<file path="src/rtl/move_sequencer.sv">
// rtl/move_sequencer.sv - tick-driven move sequencer with buffered turn and wall-query handshake
module move_sequencer #(
    parameter int PEND_TICKS = 8
) (
    input  logic       CLOCK_50,
    input  logic       reset,
    input  logic       up,
    input  logic       down,
    input  logic       left,
    input  logic       right,
    input  logic       tick,
    output logic       query_req,
    output logic [1:0] query_dir,
    input  logic       query_ack,
    input  logic       query_blocked,
    output logic       move_valid,
    output logic [1:0] move_dir,
    output logic       cur_valid,
    output logic [1:0] cur_dir,
    output logic       pend_valid,
    output logic [1:0] pend_dir,
    output logic       overrun
);

    typedef enum logic [1:0] {IDLE, ASK_PEND, ASK_CUR, MOVE} state_t;

    localparam logic [7:0] PEND_INIT = 8'(PEND_TICKS);

    state_t     state;
    logic [7:0] expiry;
    logic       press_seen;
    logic       any_press;
    logic [1:0] press_dir;

    assign any_press = up | down | left | right;

    always_comb begin
        press_dir = 2'b11;
        if (up)
            press_dir = 2'b00;
        else if (down)
            press_dir = 2'b01;
        else if (left)
            press_dir = 2'b10;
    end

    always_ff @(posedge CLOCK_50) begin
        if (reset) begin
            state      <= IDLE;
            query_req  <= 1'b0;
            query_dir  <= 2'b00;
            move_valid <= 1'b0;
            move_dir   <= 2'b00;
            cur_valid  <= 1'b0;
            cur_dir    <= 2'b00;
            pend_valid <= 1'b0;
            pend_dir   <= 2'b00;
            overrun    <= 1'b0;
            expiry     <= 8'd0;
            press_seen <= 1'b0;
        end else begin
            move_valid <= 1'b0;
            overrun    <= tick && (state != IDLE);

            case (state)
                IDLE: begin
                    if (tick) begin
                        if (pend_valid) begin
                            state      <= ASK_PEND;
                            query_req  <= 1'b1;
                            query_dir  <= pend_dir;
                            press_seen <= any_press;
                        end else if (cur_valid) begin
                            state     <= ASK_CUR;
                            query_req <= 1'b1;
                            query_dir <= cur_dir;
                        end
                    end
                end
                ASK_PEND: begin
                    if (any_press)
                        press_seen <= 1'b1;
                    if (query_ack) begin
                        if (!query_blocked) begin
                            state     <= MOVE;
                            query_req <= 1'b0;
                            cur_dir   <= query_dir;
                            cur_valid <= 1'b1;
                            if (!press_seen)
                                pend_valid <= 1'b0;
                        end else begin
                            // Counter sits at >=1 while pend is live, so reaching 0 means expiry.
                            if (expiry != 8'd0)
                                expiry <= expiry - 8'd1;
                            if (expiry <= 8'd1)
                                pend_valid <= 1'b0;
                            if (cur_valid) begin
                                state     <= ASK_CUR;
                                query_dir <= cur_dir;
                            end else begin
                                state     <= IDLE;
                                query_req <= 1'b0;
                            end
                        end
                    end
                end
                ASK_CUR: begin
                    if (query_ack) begin
                        query_req <= 1'b0;
                        state     <= query_blocked ? IDLE : MOVE;
                    end
                end
                MOVE: begin
                    move_valid <= 1'b1;
                    move_dir   <= query_dir;
                    state      <= IDLE;
                end
                default: state <= IDLE;
            endcase

            // A fresh press always wins over any clear/decrement made above.
            if (any_press) begin
                pend_valid <= 1'b1;
                pend_dir   <= press_dir;
                expiry     <= PEND_INIT;
            end
        end
    end

endmodule

</file>
<file path="config.mk">
export PLATFORM = sky130hd
export DESIGN_NAME = move_sequencer
export DESIGN_NICKNAME = d
export VERILOG_FILES = /design/src/rtl/move_sequencer.sv
export SDC_FILE = /design/constraint.sdc
export NUM_CORES = 1
export LEC_CHECK = 0
export CAP_MARGIN = 20
export CORE_MARGIN = 3
export CORE_UTILIZATION = 35
export DETAILED_ROUTE_END_ITERATION = 7
export GPL_TIMING_DRIVEN = 0
export PLACE_DENSITY_LB_ADDON = 0.15
export SETUP_SLACK_MARGIN = 0.05
export SYNTH_ARGS = -nofsm -noshare
export SYNTH_HDL_FRONTEND = slang
export SYNTH_SLANG_ARGS = --single-unit
</file>
<file path="constraint.sdc">
create_clock -name CLOCK_50 -period 2.3 [get_ports CLOCK_50]
set_input_delay 0.345 -clock CLOCK_50 [delete_from_list [all_inputs] [get_ports CLOCK_50]]
set_output_delay 0.345 -clock CLOCK_50 [all_outputs]
set_load 0.005 [all_outputs]
</file>
# Word-level counts from Yosys, hierarchy flattened
# Index checks and enable logic that the tools add are counted.
dict set report classes {
  n_lt_le_gt_ge 1
  reduce_logical 19
  n_eq_ne 13
  mux 42
  n_addsub 1
  n_bitwise 4
}
# op count
set ops {}
lappend ops {{$mux W2} 15}
lappend ops {{$reduce_and A4 Y1} 6}
lappend ops {{$mux W4} 5}
lappend ops {{$mux W1} 18}
lappend ops {{$ne A2 B2 Y1 const B} 6}
lappend ops {{$reduce_bool A2 Y1} 6}
lappend ops {{$le A8 B1 Y1 const B} 1}
lappend ops {{$pmux W2 S4} 1}
lappend ops {{$reduce_bool A8 Y1} 1}
lappend ops {{$sub A8 B1 Y8 const B} 1}
lappend ops {{$ne A3 B3 Y1 const B} 2}
lappend ops {{$reduce_and A6 Y1} 1}
lappend ops {{$eq A2 B2 Y1 const B} 2}
lappend ops {{$pmux W2 S2} 1}
lappend ops {{$ne A3 B1 Y1 const B} 1}
lappend ops {{$ne A3 B2 Y1 const B} 1}
lappend ops {{$or A1 B1 Y1} 3}
lappend ops {{$pmux W1 S3} 1}
lappend ops {{$reduce_and A3 Y1} 1}
lappend ops {{$reduce_bool A3 Y1} 1}
lappend ops {{$eq A2 B1 Y1 const B} 1}
lappend ops {{$logic_not A2 Y1} 1}
lappend ops {{$pmux W1 S2} 1}
lappend ops {{$reduce_or A2 Y1} 1}
lappend ops {{other kinds (2)} 2}
dict set report totals {
  reg_bits 24
  elab_cells 93
  input_bits 9
  out_inout_bits 13
}

# Longest topological paths before layout
dict set report depth {
  ltp_word 6
  depth_mapped 7
  mapped_depth_nobuf 6
}

# Worst setup path after synthesis
# No wires, ideal clock.
dict set report synth_timing {
  path_kind {register to register}
  startpoint {register state[1]}
  endpoint {register state[0]}
  path_stages_with_launch 8
  path_slack_ns 0.806
  setup_ns 0.128
  required_ns 2.172
  n_path_buf 1
  synth_period_minus_slack_ns 1.494
  arrival_time_ns 1.366
  cell_sequence {dfxtp_1 -> inv_1 -> ha_1 -> buf_4 -> o21bai_1 -> a21boi_2 -> mux2i_1 -> nor2_1}
}
dict set report synth_between {
  elab_chain_len 3
  elab_cells_between_ends 10
  classes_between {eq/ne (7); mux (1); reduce/logical (2)}
}
# item line
set synth_lines {}
lappend synth_lines {{start: declaration} 29} ;# state_t state;
lappend synth_lines {{start signal: assignment} 110} ;# state <= query_blocked ? IDLE : MOVE;
lappend synth_lines {{$eq A2 B1 Y1, or another cell as far along} 65} ;# case (state)
lappend synth_lines {{$ne A2 B2 Y1 (no line) or $ne A3 B3 Y1 (tied branches)} --}
lappend synth_lines {{$reduce_and A4 Y1 (no line)} --}
# Parallel ways exist; a longest one is shown, timed or not.
# A chain may end at the register's enable or synchronous reset.

# Worst setup path in the final report
# Same ends and word-level chain as after synthesis.

==> run summary <==
## Power
• relative contribution of combinational cells to total power: 0.442
• power density relative to cell area: 868.7 nW/µm²
• internal power: 865.3 µW
• total net switching power: 487.9 µW
• maximum VDD drop: 0.0005013 V
• power share of the sequential group: 0.392
• static leakage power: 0.5498 nW
• proportion of total power due to net switching: 0.3606
• share of total power in the clock network: 0.165

## Logic synthesis
• Mapped Cells: 148
• share of the yosys chip area belonging to registers: 0.3802
• post-synthesis instance area: 1264 µm²
• total nets after synthesis: 163
• number of distinct library cell variants in the gate-level netlist after synthesis: 41
• Mean Syn Cell Area: 8.539 µm²
• flip-flop and latch count after synthesis: 24
• Yosys warning total: 0

## Timing
• Final Slew Violations: 0
• highest clock frequency the design can meet: 589.5 MHz
• post-route minimum period: 1.696 ns
• Final setup violation count: 0
• Post-Route Setup TNS: 0 ns
• worst rel slew slack: 0.5482
• period utilisation layout: 0.7375
• slew of the pin with the lowest slew margin: 0.6714 ns
• count of final hold-check violations: 0
• setup repair after global routing missed its margin: no
• setup skew after layout: 0.004192 ns

## Global routing
• initial antenna violation count: 0
• pin count of the biggest net entering global routing: 14
• sum of overflow across all layers after global routing: 0
• vias in the first global route: 1144
• wire length of the first global-routing pass: 5216 µm
• overall routing resource usage: 0.1549

## Run
• max_cap viols: 0

## CTS
• clock slew at the register clock pins of the worst setup and hold paths: 0.13 ns
• TritonCTS clock tree: yes
• post-cts hold buffer count: 0
• number of buffers created by CTS: 3
• post-CTS setup repair buffer count: 0
• Num Clock Sinks: 24
• number of cells upsized or downsized after cts: 0
• buffers from clock root to sink, at most: 2
• insertion delay of the later-clocked pin in the worst-skew pair: 0.31 ns
• CTS H-tree depth: 1
• root buffer cell: clkbuf_4

## Critical path
• biggest cell delay along the critical path: 0.41 ns
• R2R cell count: 7
• worst endpoint required time: 2.50 ns
• crit path max-delay cell type: dfxtp_1
• endpoint class of the critical path: flip-flop
• cells traversed along the worst timing path: inv_1 > ha_1 > buf_4 > o21bai_1 > a21boi_2 > mux2i_1 > nor2_1
• top fanout value on the critical path: 10
• Crit path max-delay family: compound AO/OA/AOI/OAI gates
• arrival time of data at the critical path endpoint: 1.90 ns
• worst path buffer plus inverter count: 2
• WP depth: 7
• critical path startpoint category: flip-flop
• critical path class: flip-flop to flip-flop

## Place
• Placed Instance Area: 1521 µm²
• count of input and output buffers: 20
• Placer Congestion: 0.8016
• estimated wirelength of the detail-placed design: 2191 µm

## Die
• top-level I/O count: 22
• die height: 66.09 µm
• number of placement rows: 21
• effective utilization at floorplan: 0.3700
• DIE WIDTH: 66.09 µm
• DIE AREA: 4368 µm²
• Std-Cell Core Area: 3416 µm²

## Drt
• average routed wire per standard cell: 13.28 µm
• number of vias in the routed layout: 1117
• post-route ant nets: 0
• drt drc: 0
• number of DRC markers in iteration 0: 90
• number of detailed-route iterations in the first pass: 4
• sum of routed wire length over all layers: 2894 µm
• number of vias per cell after detailed routing: 5.124

## Cells and area
• most used cells in the layout excluding fill and tap cells: dfxtp_1 (24), nor2_1 (23), clkdlybuf4s50_1 (20), a21oi_1 (13), inv_1 (7)
• area delta synth->final: 23.27%
• antenna diode count: 0
• multi-input logic area: 728.2 µm²
• fraction of final layout cells sized beyond drive strength 1: 0.09302
• fillcell total: 362
• post-route cell area: 1558 µm²
• leading cell type in the layout, fill and taps excluded: dfxtp_1
• number of nets at the end of the flow: 188
• flip-flop and latch area: 480.5 µm²

## Worst hold path
• worst hold-check path type: primary input to flip-flop
• Hold Path Stages: 2

## Outcome
• status: completed

==> cell families after synthesis <==
group | after synthesis | share of synthesized area
AND/OR/NAND/NOR | 58 | 0.2416
AO/OA/AOI/OAI | 39 | 0.2139
flip-flops | 24 | 0.3802
buffers and inverters | 13 | 0.04357
multiplexers | 6 | 0.04753
adder cells (fa/ha/maj) | 6 | 0.05940
XOR/XNOR | 2 | 0.01386
==> per-layer routing <==
layer  up-vias  GRT usage  wire (µm)
li1        571          -          -
met1       526     0.2040       1380
met2        18     0.2491       1427
met3         2    0.02721         62
met4         0    0.06091         23
met5         -          0          0
==> synth_stat cells <==
cell | number | area [µm²]
nand3_2 | 1 | 10.01
nand2_1 | 6 | 22.52
buf_4 | 1 | 7.510
mux2i_1 | 6 | 60.06
nor2_1 | 23 | 86.33
a221oi_1 | 2 | 17.52
a21oi_2 | 1 | 8.760
nor4_1 | 1 | 6.260
nor4_2 | 1 | 12.51
a41oi_1 | 1 | 8.760
dfxtp_1 | 24 | 480.5
ha_1 | 6 | 75.07
a31oi_1 | 2 | 12.51
nand3b_1 | 2 | 15.01
clkbuf_1 | 3 | 11.26
a21oi_1 | 13 | 65.06
or3_1 | 2 | 12.51
xnor2_1 | 2 | 17.52
nor3_1 | 5 | 25.02
nor3_2 | 1 | 10.01
o21a_1 | 1 | 7.510
nor2b_1 | 4 | 25.02
o311ai_1 | 1 | 8.760
a211oi_1 | 2 | 15.01
a21boi_2 | 2 | 22.52
nand2b_1 | 4 | 25.02
o2111ai_1 | 1 | 8.760
o21bai_1 | 2 | 15.01
o21ai_0 | 4 | 20.02
nand4_1 | 2 | 12.51
inv_1 | 7 | 26.28
and3_1 | 1 | 6.260
a211oi_2 | 1 | 12.51
buf_2 | 2 | 10.01
o21ai_1 | 2 | 10.01
a311oi_1 | 1 | 8.760
nor3b_1 | 3 | 22.52
o31a_1 | 1 | 8.760
nand4b_1 | 1 | 8.760
a21bo_2 | 2 | 20.02
nand3_1 | 1 | 5.000
==> final timing paths <==
path	to	slack, ns	startpoint
worst max-delay path	state[0]$_SDFFE_PP0P_	0.60	state[1]$_SDFFE_PP0P_
worst min-delay path	move_valid$_SDFF_PP0_	0.43	reset
worst max register to register	state[0]$_SDFFE_PP0P_	0.60	state[1]$_SDFFE_PP0P_
worst min register to register	cur_dir[1]$_SDFFE_PP0P_	0.51	cur_dir[1]$_SDFFE_PP0P_
==> through the flow <==
step | std cells | hold slack [ns] | setup WS [ns] | util | total power, mW
after floorplan | 148 | 0.4243 | 0.8061 | - | 0.9595
after global placement | 214 | 0.4825 | 0.3734 | 0.4454 | 1.127
after detailed placement | 214 | 0.4954 | 0.3269 | 0.4454 | 1.139
after CTS | 218 | 0.4187 | 0.6041 | 0.4560 | 1.372
after global routing | 218 | 0.4531 | 0.3823 | 0.4560 | 1.485
final | 218 | 0.4334 | 0.6038 | 0.4560 | 1.353
==> power by group through the flow <==
stage	Sequential, mW	Combinational, mW	Clock, mW
6_report	0.531	0.599	0.224
5_1_grt	0.546	0.682	0.258
4_1_cts	0.532	0.603	0.237
3_5_place_dp	0.540	0.598	0
3_3_place_gp	0.540	0.587	0
2_1_floorplan	0.534	0.426	0
==> state kept, by name, indices dropped and copies added (netlist names) <==
register    flops
pend_valid      1
cur_dir         2
expiry          8
move_dir        2
query_req       1
query_dir       2
overrun         1
state           2
pend_dir        2
cur_valid       1
move_valid      1
press_seen      1
==> cell type report <==
type | count | area share
clock buffer | 4 | 0.02329
inverter | 7 | 0.01687
multi-input combinational | 111 | 0.4675
timing repair buffer | 20 | 0.1285
tap | 46 | 0.03695
buffer | 6 | 0.01847
sequential | 24 | 0.3084
No activity file was read; power rests on OpenSTA's default activity.
